### src/rtl/id_ex_pipe_reg_pkg.sv
// rtl/id_ex_pipe_reg_pkg.sv - shared control bundle type, opcodes and source-use decode
package id_ex_pipe_reg_pkg;

   typedef struct packed {
      logic       alu_src;
      logic       mem_to_reg;
      logic       reg_write;
      logic       mem_read;
      logic       mem_write;
      logic [1:0] alu_op;
      logic       branch;
      logic       jalr_sel;
      logic       valid;
   } ctrl_t;

   localparam logic [6:0] OP_R    = 7'b0110011;
   localparam logic [6:0] OP_I    = 7'b0010011;
   localparam logic [6:0] OP_LW   = 7'b0000011;
   localparam logic [6:0] OP_SW   = 7'b0100011;
   localparam logic [6:0] OP_BR   = 7'b1100011;
   localparam logic [6:0] OP_JAL  = 7'b1101111;
   localparam logic [6:0] OP_JALR = 7'b1100111;

   function automatic logic f_uses_rs1(input logic [6:0] op);
      return (op == OP_R) || (op == OP_I) || (op == OP_LW) ||
             (op == OP_SW) || (op == OP_BR) || (op == OP_JALR);
   endfunction

   function automatic logic f_uses_rs2(input logic [6:0] op);
      return (op == OP_R) || (op == OP_SW) || (op == OP_BR);
   endfunction

endpackage

### src/rtl/id_ex_pipe_reg_if.sv
// rtl/id_ex_pipe_reg_if.sv - ID-side inputs and EX-side outputs of the ID/EX register
interface id_ex_pipe_reg_if
   import id_ex_pipe_reg_pkg::*;
#(
   parameter int DATA_W = 32,
   parameter int RIDX_W = 5,
   parameter int CNT_W  = 16
);
   logic [6:0]        id_opcode;
   ctrl_t             id_ctrl;
   logic [DATA_W-1:0] id_pc;
   logic [DATA_W-1:0] id_rd1;
   logic [DATA_W-1:0] id_rd2;
   logic [DATA_W-1:0] id_imm;
   logic [RIDX_W-1:0] id_rs1;
   logic [RIDX_W-1:0] id_rs2;
   logic [RIDX_W-1:0] id_rd;
   logic [2:0]        id_funct3;
   logic [6:0]        id_funct7;
   logic              ex_flush;

   ctrl_t             ex_ctrl;
   logic [DATA_W-1:0] ex_pc;
   logic [DATA_W-1:0] ex_rd1;
   logic [DATA_W-1:0] ex_rd2;
   logic [DATA_W-1:0] ex_imm;
   logic [RIDX_W-1:0] ex_rs1;
   logic [RIDX_W-1:0] ex_rs2;
   logic [RIDX_W-1:0] ex_rd;
   logic [2:0]        ex_funct3;
   logic [6:0]        ex_funct7;
   logic              stall;
   logic [CNT_W-1:0]  bubble_cnt;

   modport master (
      output id_opcode, id_ctrl, id_pc, id_rd1, id_rd2, id_imm,
             id_rs1, id_rs2, id_rd, id_funct3, id_funct7, ex_flush,
      input  ex_ctrl, ex_pc, ex_rd1, ex_rd2, ex_imm, ex_rs1, ex_rs2,
             ex_rd, ex_funct3, ex_funct7, stall, bubble_cnt
   );

   modport slave (
      input  id_opcode, id_ctrl, id_pc, id_rd1, id_rd2, id_imm,
             id_rs1, id_rs2, id_rd, id_funct3, id_funct7, ex_flush,
      output ex_ctrl, ex_pc, ex_rd1, ex_rd2, ex_imm, ex_rs1, ex_rs2,
             ex_rd, ex_funct3, ex_funct7, stall, bubble_cnt
   );
endinterface

### src/rtl/id_ex_pipe_reg_hazard_detect.sv
// rtl/id_ex_pipe_reg_hazard_detect.sv - combinational load-use hazard detection
module hazard_detect
   import id_ex_pipe_reg_pkg::*;
#(
   parameter int RIDX_W = 5
)(
   input  logic [6:0]        id_opcode,
   input  logic [RIDX_W-1:0] id_rs1,
   input  logic [RIDX_W-1:0] id_rs2,
   input  ctrl_t             ex_ctrl,
   input  logic [RIDX_W-1:0] ex_rd,
   output logic              hz
);
   logic w_ex_load;
   logic w_rs1_hit;
   logic w_rs2_hit;
   logic w_unused_ctrl;

   // x0 is never a real producer, and an invalid EX slot carries stale fields
   assign w_ex_load = ex_ctrl.valid & ex_ctrl.mem_read & (ex_rd != '0);
   assign w_rs1_hit = f_uses_rs1(id_opcode) & (ex_rd == id_rs1);
   assign w_rs2_hit = f_uses_rs2(id_opcode) & (ex_rd == id_rs2);
   assign hz        = w_ex_load & (w_rs1_hit | w_rs2_hit);

   assign w_unused_ctrl = ^ex_ctrl;
endmodule

### src/rtl/id_ex_pipe_reg.sv
// rtl/id_ex_pipe_reg.sv - ID/EX pipeline register with load-use stall, bubble insertion
// and a saturating bubble counter
module id_ex_pipe_reg
   import id_ex_pipe_reg_pkg::*;
#(
   parameter int DATA_W = 32,
   parameter int RIDX_W = 5,
   parameter int CNT_W  = 16
)(
   input logic             clk,
   input logic             reset,
   id_ex_pipe_reg_if.slave bus
);
   ctrl_t             r_ex_ctrl;
   logic [DATA_W-1:0] r_ex_pc;
   logic [DATA_W-1:0] r_ex_rd1;
   logic [DATA_W-1:0] r_ex_rd2;
   logic [DATA_W-1:0] r_ex_imm;
   logic [RIDX_W-1:0] r_ex_rs1;
   logic [RIDX_W-1:0] r_ex_rs2;
   logic [RIDX_W-1:0] r_ex_rd;
   logic [2:0]        r_ex_funct3;
   logic [6:0]        r_ex_funct7;
   logic [CNT_W-1:0]  r_bubble_cnt;

   logic w_hz;
   logic w_bubble;

   hazard_detect #(.RIDX_W(RIDX_W)) u_hazard_detect (
      .id_opcode (bus.id_opcode),
      .id_rs1    (bus.id_rs1),
      .id_rs2    (bus.id_rs2),
      .ex_ctrl   (r_ex_ctrl),
      .ex_rd     (r_ex_rd),
      .hz        (w_hz)
   );

   // a flush already kills the dependent instruction, so it bubbles without stalling
   assign w_bubble  = bus.ex_flush | w_hz;
   assign bus.stall = w_hz & ~bus.ex_flush;

   always_ff @(posedge clk or negedge reset) begin
      if (!reset) begin
         r_ex_ctrl   <= '0;
         r_ex_pc     <= '0;
         r_ex_rd1    <= '0;
         r_ex_rd2    <= '0;
         r_ex_imm    <= '0;
         r_ex_rs1    <= '0;
         r_ex_rs2    <= '0;
         r_ex_rd     <= '0;
         r_ex_funct3 <= '0;
         r_ex_funct7 <= '0;
      end else if (w_bubble) begin
         r_ex_ctrl   <= '0;
         r_ex_pc     <= '0;
         r_ex_rd1    <= '0;
         r_ex_rd2    <= '0;
         r_ex_imm    <= '0;
         r_ex_rs1    <= '0;
         r_ex_rs2    <= '0;
         r_ex_rd     <= '0;
         r_ex_funct3 <= '0;
         r_ex_funct7 <= '0;
      end else begin
         r_ex_ctrl   <= bus.id_ctrl;
         r_ex_pc     <= bus.id_pc;
         r_ex_rd1    <= bus.id_rd1;
         r_ex_rd2    <= bus.id_rd2;
         r_ex_imm    <= bus.id_imm;
         r_ex_rs1    <= bus.id_rs1;
         r_ex_rs2    <= bus.id_rs2;
         r_ex_rd     <= bus.id_rd;
         r_ex_funct3 <= bus.id_funct3;
         r_ex_funct7 <= bus.id_funct7;
      end
   end

   always_ff @(posedge clk or negedge reset) begin
      if (!reset) begin
         r_bubble_cnt <= '0;
      end else if (w_bubble && (r_bubble_cnt != '1)) begin
         r_bubble_cnt <= r_bubble_cnt + CNT_W'(1);
      end
   end

   assign bus.ex_ctrl    = r_ex_ctrl;
   assign bus.ex_pc      = r_ex_pc;
   assign bus.ex_rd1     = r_ex_rd1;
   assign bus.ex_rd2     = r_ex_rd2;
   assign bus.ex_imm     = r_ex_imm;
   assign bus.ex_rs1     = r_ex_rs1;
   assign bus.ex_rs2     = r_ex_rs2;
   assign bus.ex_rd      = r_ex_rd;
   assign bus.ex_funct3  = r_ex_funct3;
   assign bus.ex_funct7  = r_ex_funct7;
   assign bus.bubble_cnt = r_bubble_cnt;
endmodule

### src/flat_wrapper.sv
// flat-port wrapper written by rule: the top's interface ports become plain ports
module id_ex_pipe_reg_flat import id_ex_pipe_reg_pkg::*;
#(
   parameter int DATA_W = 32,
   parameter int RIDX_W = 5,
   parameter int CNT_W  = 16
)
  (clk, reset, bus_id_opcode, bus_id_ctrl, bus_id_pc, bus_id_rd1, bus_id_rd2, bus_id_imm, bus_id_rs1, bus_id_rs2, bus_id_rd, bus_id_funct3, bus_id_funct7, bus_ex_flush, bus_ex_ctrl, bus_ex_pc, bus_ex_rd1, bus_ex_rd2, bus_ex_imm, bus_ex_rs1, bus_ex_rs2, bus_ex_rd, bus_ex_funct3, bus_ex_funct7, bus_stall, bus_bubble_cnt);
  id_ex_pipe_reg_if #(.DATA_W(DATA_W), .RIDX_W(RIDX_W), .CNT_W(CNT_W)) bus_i ();
  input logic clk;
  input logic reset;
  input wire logic [$bits(bus_i.id_opcode)-1:0] bus_id_opcode;
  input wire logic [$bits(bus_i.id_ctrl)-1:0] bus_id_ctrl;
  input wire logic [$bits(bus_i.id_pc)-1:0] bus_id_pc;
  input wire logic [$bits(bus_i.id_rd1)-1:0] bus_id_rd1;
  input wire logic [$bits(bus_i.id_rd2)-1:0] bus_id_rd2;
  input wire logic [$bits(bus_i.id_imm)-1:0] bus_id_imm;
  input wire logic [$bits(bus_i.id_rs1)-1:0] bus_id_rs1;
  input wire logic [$bits(bus_i.id_rs2)-1:0] bus_id_rs2;
  input wire logic [$bits(bus_i.id_rd)-1:0] bus_id_rd;
  input wire logic [$bits(bus_i.id_funct3)-1:0] bus_id_funct3;
  input wire logic [$bits(bus_i.id_funct7)-1:0] bus_id_funct7;
  input wire logic [$bits(bus_i.ex_flush)-1:0] bus_ex_flush;
  output wire logic [$bits(bus_i.ex_ctrl)-1:0] bus_ex_ctrl;
  output wire logic [$bits(bus_i.ex_pc)-1:0] bus_ex_pc;
  output wire logic [$bits(bus_i.ex_rd1)-1:0] bus_ex_rd1;
  output wire logic [$bits(bus_i.ex_rd2)-1:0] bus_ex_rd2;
  output wire logic [$bits(bus_i.ex_imm)-1:0] bus_ex_imm;
  output wire logic [$bits(bus_i.ex_rs1)-1:0] bus_ex_rs1;
  output wire logic [$bits(bus_i.ex_rs2)-1:0] bus_ex_rs2;
  output wire logic [$bits(bus_i.ex_rd)-1:0] bus_ex_rd;
  output wire logic [$bits(bus_i.ex_funct3)-1:0] bus_ex_funct3;
  output wire logic [$bits(bus_i.ex_funct7)-1:0] bus_ex_funct7;
  output wire logic [$bits(bus_i.stall)-1:0] bus_stall;
  output wire logic [$bits(bus_i.bubble_cnt)-1:0] bus_bubble_cnt;
  assign bus_i.id_opcode = bus_id_opcode;
  assign bus_i.id_ctrl = bus_id_ctrl;
  assign bus_i.id_pc = bus_id_pc;
  assign bus_i.id_rd1 = bus_id_rd1;
  assign bus_i.id_rd2 = bus_id_rd2;
  assign bus_i.id_imm = bus_id_imm;
  assign bus_i.id_rs1 = bus_id_rs1;
  assign bus_i.id_rs2 = bus_id_rs2;
  assign bus_i.id_rd = bus_id_rd;
  assign bus_i.id_funct3 = bus_id_funct3;
  assign bus_i.id_funct7 = bus_id_funct7;
  assign bus_i.ex_flush = bus_ex_flush;
  assign bus_ex_ctrl = bus_i.ex_ctrl;
  assign bus_ex_pc = bus_i.ex_pc;
  assign bus_ex_rd1 = bus_i.ex_rd1;
  assign bus_ex_rd2 = bus_i.ex_rd2;
  assign bus_ex_imm = bus_i.ex_imm;
  assign bus_ex_rs1 = bus_i.ex_rs1;
  assign bus_ex_rs2 = bus_i.ex_rs2;
  assign bus_ex_rd = bus_i.ex_rd;
  assign bus_ex_funct3 = bus_i.ex_funct3;
  assign bus_ex_funct7 = bus_i.ex_funct7;
  assign bus_stall = bus_i.stall;
  assign bus_bubble_cnt = bus_i.bubble_cnt;
  id_ex_pipe_reg #(.DATA_W(DATA_W), .RIDX_W(RIDX_W), .CNT_W(CNT_W)) u_core (.clk(clk), .reset(reset), .bus(bus_i));
endmodule
### config.mk
export PLATFORM = sky130hd
export DESIGN_NAME = id_ex_pipe_reg_flat
export DESIGN_NICKNAME = d
export VERILOG_FILES = /design/src/rtl/id_ex_pipe_reg_pkg.sv /design/src/rtl/id_ex_pipe_reg_if.sv /design/src/rtl/id_ex_pipe_reg_hazard_detect.sv /design/src/rtl/id_ex_pipe_reg.sv /design/src/flat_wrapper.sv
export SDC_FILE = /design/constraint.sdc
export NUM_CORES = 1
export LEC_CHECK = 0
export BUFFER_PORTS_ARGS = -buffer_cell sky130_fd_sc_hd__buf_4
export CORE_MARGIN = 2
export CORE_UTILIZATION = 30
export DETAILED_ROUTE_END_ITERATION = 6
export HOLD_SLACK_MARGIN = 0.1
export PLACE_DENSITY = 0.59
export REMOVE_ABC_BUFFERS = 1
export SLEW_MARGIN = 20
export SYNTH_ARGS = -nofsm -noshare
export SYNTH_HDL_FRONTEND = slang
export SYNTH_SLANG_ARGS = --single-unit
### constraint.sdc
create_clock -name clk -period 6.54 [get_ports clk]
set_clock_uncertainty 0.1 [all_clocks]
set_input_delay 1.308 -clock clk [delete_from_list [all_inputs] [get_ports clk]]
set_output_delay 1.308 -clock clk [all_outputs]
set_load 0.02 [all_outputs]
==> metrics.txt <==
status completed; # clock sinks roughly 180; Slew @ Worst Pin between 700 and 800 ps; I/O pin count roughly 350; final hold vios 0; antenna violations before repair 0; Max Slew Vio Count 0; Tot GR Track Use 0.151; Worst path top cell family by delay simple AND/OR/NAND/NOR gates; top post-synthesis cells by count 179 x dfrtp_1, 165 x and2_1, 13 x xor2_1; drt drc 0; CTS max path bufs 2; max_cap viols 0; Fmax achieved approximately 270 MHz; Critical Path RT about 5100 ps; most frequent CP cell buf_4; global-route wire length before repair ~25 mm; #FFs+latches synth about 180; EDFF count, synth 0; VDD IR max slightly below 0.2 mV; vias in the first global route approximately 4500; Antenna Violating Nets Remaining 0; sequential area share after synthesis 0.707; Clk Latency, worst-skew pair about 420 ps; core area about 0.021 mm2; Worst-path clk slew 70 ps; kind of critical path in -> out; WL per Instance 15.4 um; num rows 53; Syn Std Cell Area around 0.0063 mm2; most area-hungry cell type in the Yosys netlist dfrtp_1; post-synth cell types 31; # diodes 0; routed vias/inst a little over 4; Tmin final ~3700 ps; Critical Path Sink Type primary output; DP HPWL between 10 and 15 mm; placed insts roughly 1100; Die Span Y 149 um; die area between 0.02 and 0.025 mm2; routed via count roughly 4400; Worst Path Buf+Inv 2; DRT Pass-1 Iters 4; Synth top area share 0.707; Post-synth ARST share 1.00; Layout area overhead 55.2%; Cells after Synth 449; IO Port Bufs around 350; setup_tns 0 ps; Tcrit/Tclk final 0.567; Synth Flop Type dfrtp_1; endpoints failing setup 0; Num CTS Buffers 17; Worst Path Max Fanout 2; Critical Path Start Type input pin; Largest stage delay, worst path around 240 ps; Synthesis Warnings 0; Initial Util 0.304; nets@finish a little under 1000; fin util 0.471; Die Wd around 150 um; crit-path cells buf_4 -> xnor2_1 -> nand3_1 -> nor4_1 -> o21ai_1 -> nor2_1 -> buf_4; Syn Area/Cell about 14 um2; total gr overflow 0; Routed WL roughly 17 mm; RSZ-0062 raised after global routing no; hold crit path type reg -> reg; Design Power between 0.002 and 0.003 W; layout cells sized above 1 0.483; Root Buffer clkbuf_16; setup bufs post-CTS 0; number of fill cells in the layout between 1500 and 2000; most area-consuming cells after synthesis dfrtp_1 71%, and2_1 16%, buf_6 2.1%; most frequent cell after synthesis dfrtp_1; largest net degree at the start of global routing 95; Layout Cells excl Fill 1092; CP arrival around 2300 ps; slew margin rel. 0.517; TritonCTS clock tree yes; CTS Hold Buffers Added 0; Final GP Congestion approximately 0.74; P_leak approximately 5.1 nW; first-iteration detailed-routing DRC count slightly below 100; Power Dens Cells approximately 290 mW/mm2; H-tree depth 4; CP max stage cell nor4_1; CTS resizes 0
[power by group]
| part | switching, W | leakage (nW) | internal (W) |
|---|---|---|---|
| sequential | 0.0000544 | 2.30 | 0.00119 |
| combinational | 0.000248 | 2.46 | 0.000229 |
| clock | 0.000445 | 0.324 | 0.000699 |
[per-stage QoR]
stage / setup slack, ps / hold slack (ps) / area (um2)
final: 2830 / 408 / 9840
after global routing: 2680 / 420 / 9840
after CTS: 2820 / 410 / 9840
after detailed placement: 2840 / 399 / 9180
after global placement: 2830 / 385 / 9180
after floorplan: 2500 / 496 / 6140
[per-layer routing]
| metal | part of all wire | vias up | global-route usage |
|---|---|---|---|
| met3 | 0.099 | 20 | 0.0645 |
| met4 | 0.016 | 0 | 0.0505 |
| met2 | 0.49 | 219 | 0.248 |
| met5 | 0 | - | 0 |
| li1 | - | 2114 | - |
| met1 | 0.39 | 2082 | 0.178 |
[placed cells by master (no fill, tap or decap), drive strengths merged]
cell,instances
nand2,12
buf,356
nand4b,1
bufinv,5
a31oi,1
nand3b,1
clkbuf,20
xnor2,10
xor2,13
nand3,9
nor2,6
or4,1
nand2b,2
and2,165
nor4b,1
nor3b,2
o21ai,2
nor4,4
nor2b,1
mux2,3
a21oi,1
nor3,6
and3b,1
nand4,2
dfrtp,179
ha,1
clkinv,2
nand4bb,1
inv,6
and3,3
[sequential cells by signal, indices dropped and copies added, names as in the netlist]
signal / count
u_core.bus.ex_imm: 32
u_core.bus.ex_pc: 32
u_core.bus.ex_rd1: 32
u_core.bus.ex_rd2: 32
u_core.bus.bubble_cnt: 16
u_core.bus.ex_ctrl: 10
u_core.bus.ex_funct7: 7
u_core.bus.ex_rd: 5
u_core.bus.ex_rs1: 5
u_core.bus.ex_rs2: 5
u_core.bus.ex_funct3: 3
[logic make-up (layout without fill, tap and decap cells)]
| logic type | Yosys count | in the layout | share of synthesized area |
|---|---|---|---|
| mux | 3 | 3 | 0.00533 |
| fa+ha+maj | 1 | 1 | 0.00197 |
| flops | 179 | 179 | 0.707 |
| compound gates | 4 | 4 | 0.00335 |
| xor+xnor | 23 | 23 | 0.0318 |
| simple gates | 218 | 218 | 0.218 |
| buf+inv | 21 | 389 | 0.0326 |
[final cells by class]
type / count / area (um2) / share of cell area
flip-flops and latches: 179 / 4480 / 0.455
multi-input cells: 249 / 1650 / 0.168
repair buffers: 357 / 2700 / 0.274
inverters: 1 / 3.75 / 0.000381
well taps: 275 / 344 / 0.0350
clock buffers: 19 / 443 / 0.0450
clock inverters: 12 / 219 / 0.0222
[worst paths after layout]
path / from / endpoint / slack, ps / cells after the start
max: bus_id_rs2[1] / bus_stall / 2830 / 7
min: u_core.bus.bubble_cnt[9]$_DFFE_PN0P_ / u_core.bus.bubble_cnt[9]$_DFFE_PN0P_ / 410 / 1
max reg2reg: u_core.bus.ex_rd[0]$_DFF_PN0_ / u_core.bus.bubble_cnt[6]$_DFFE_PN0P_ / 3680 / 8
min reg2reg: u_core.bus.bubble_cnt[9]$_DFFE_PN0P_ / u_core.bus.bubble_cnt[9]$_DFFE_PN0P_ / 410 / 1
max in group asynchronous: reset / u_core.bus.ex_imm[23]$_DFF_PN0_ / 4320 / 2
min in group asynchronous: reset / u_core.bus.ex_rd1[9]$_DFF_PN0_ / 850 / 1
(Power assumes the default switching activity.)
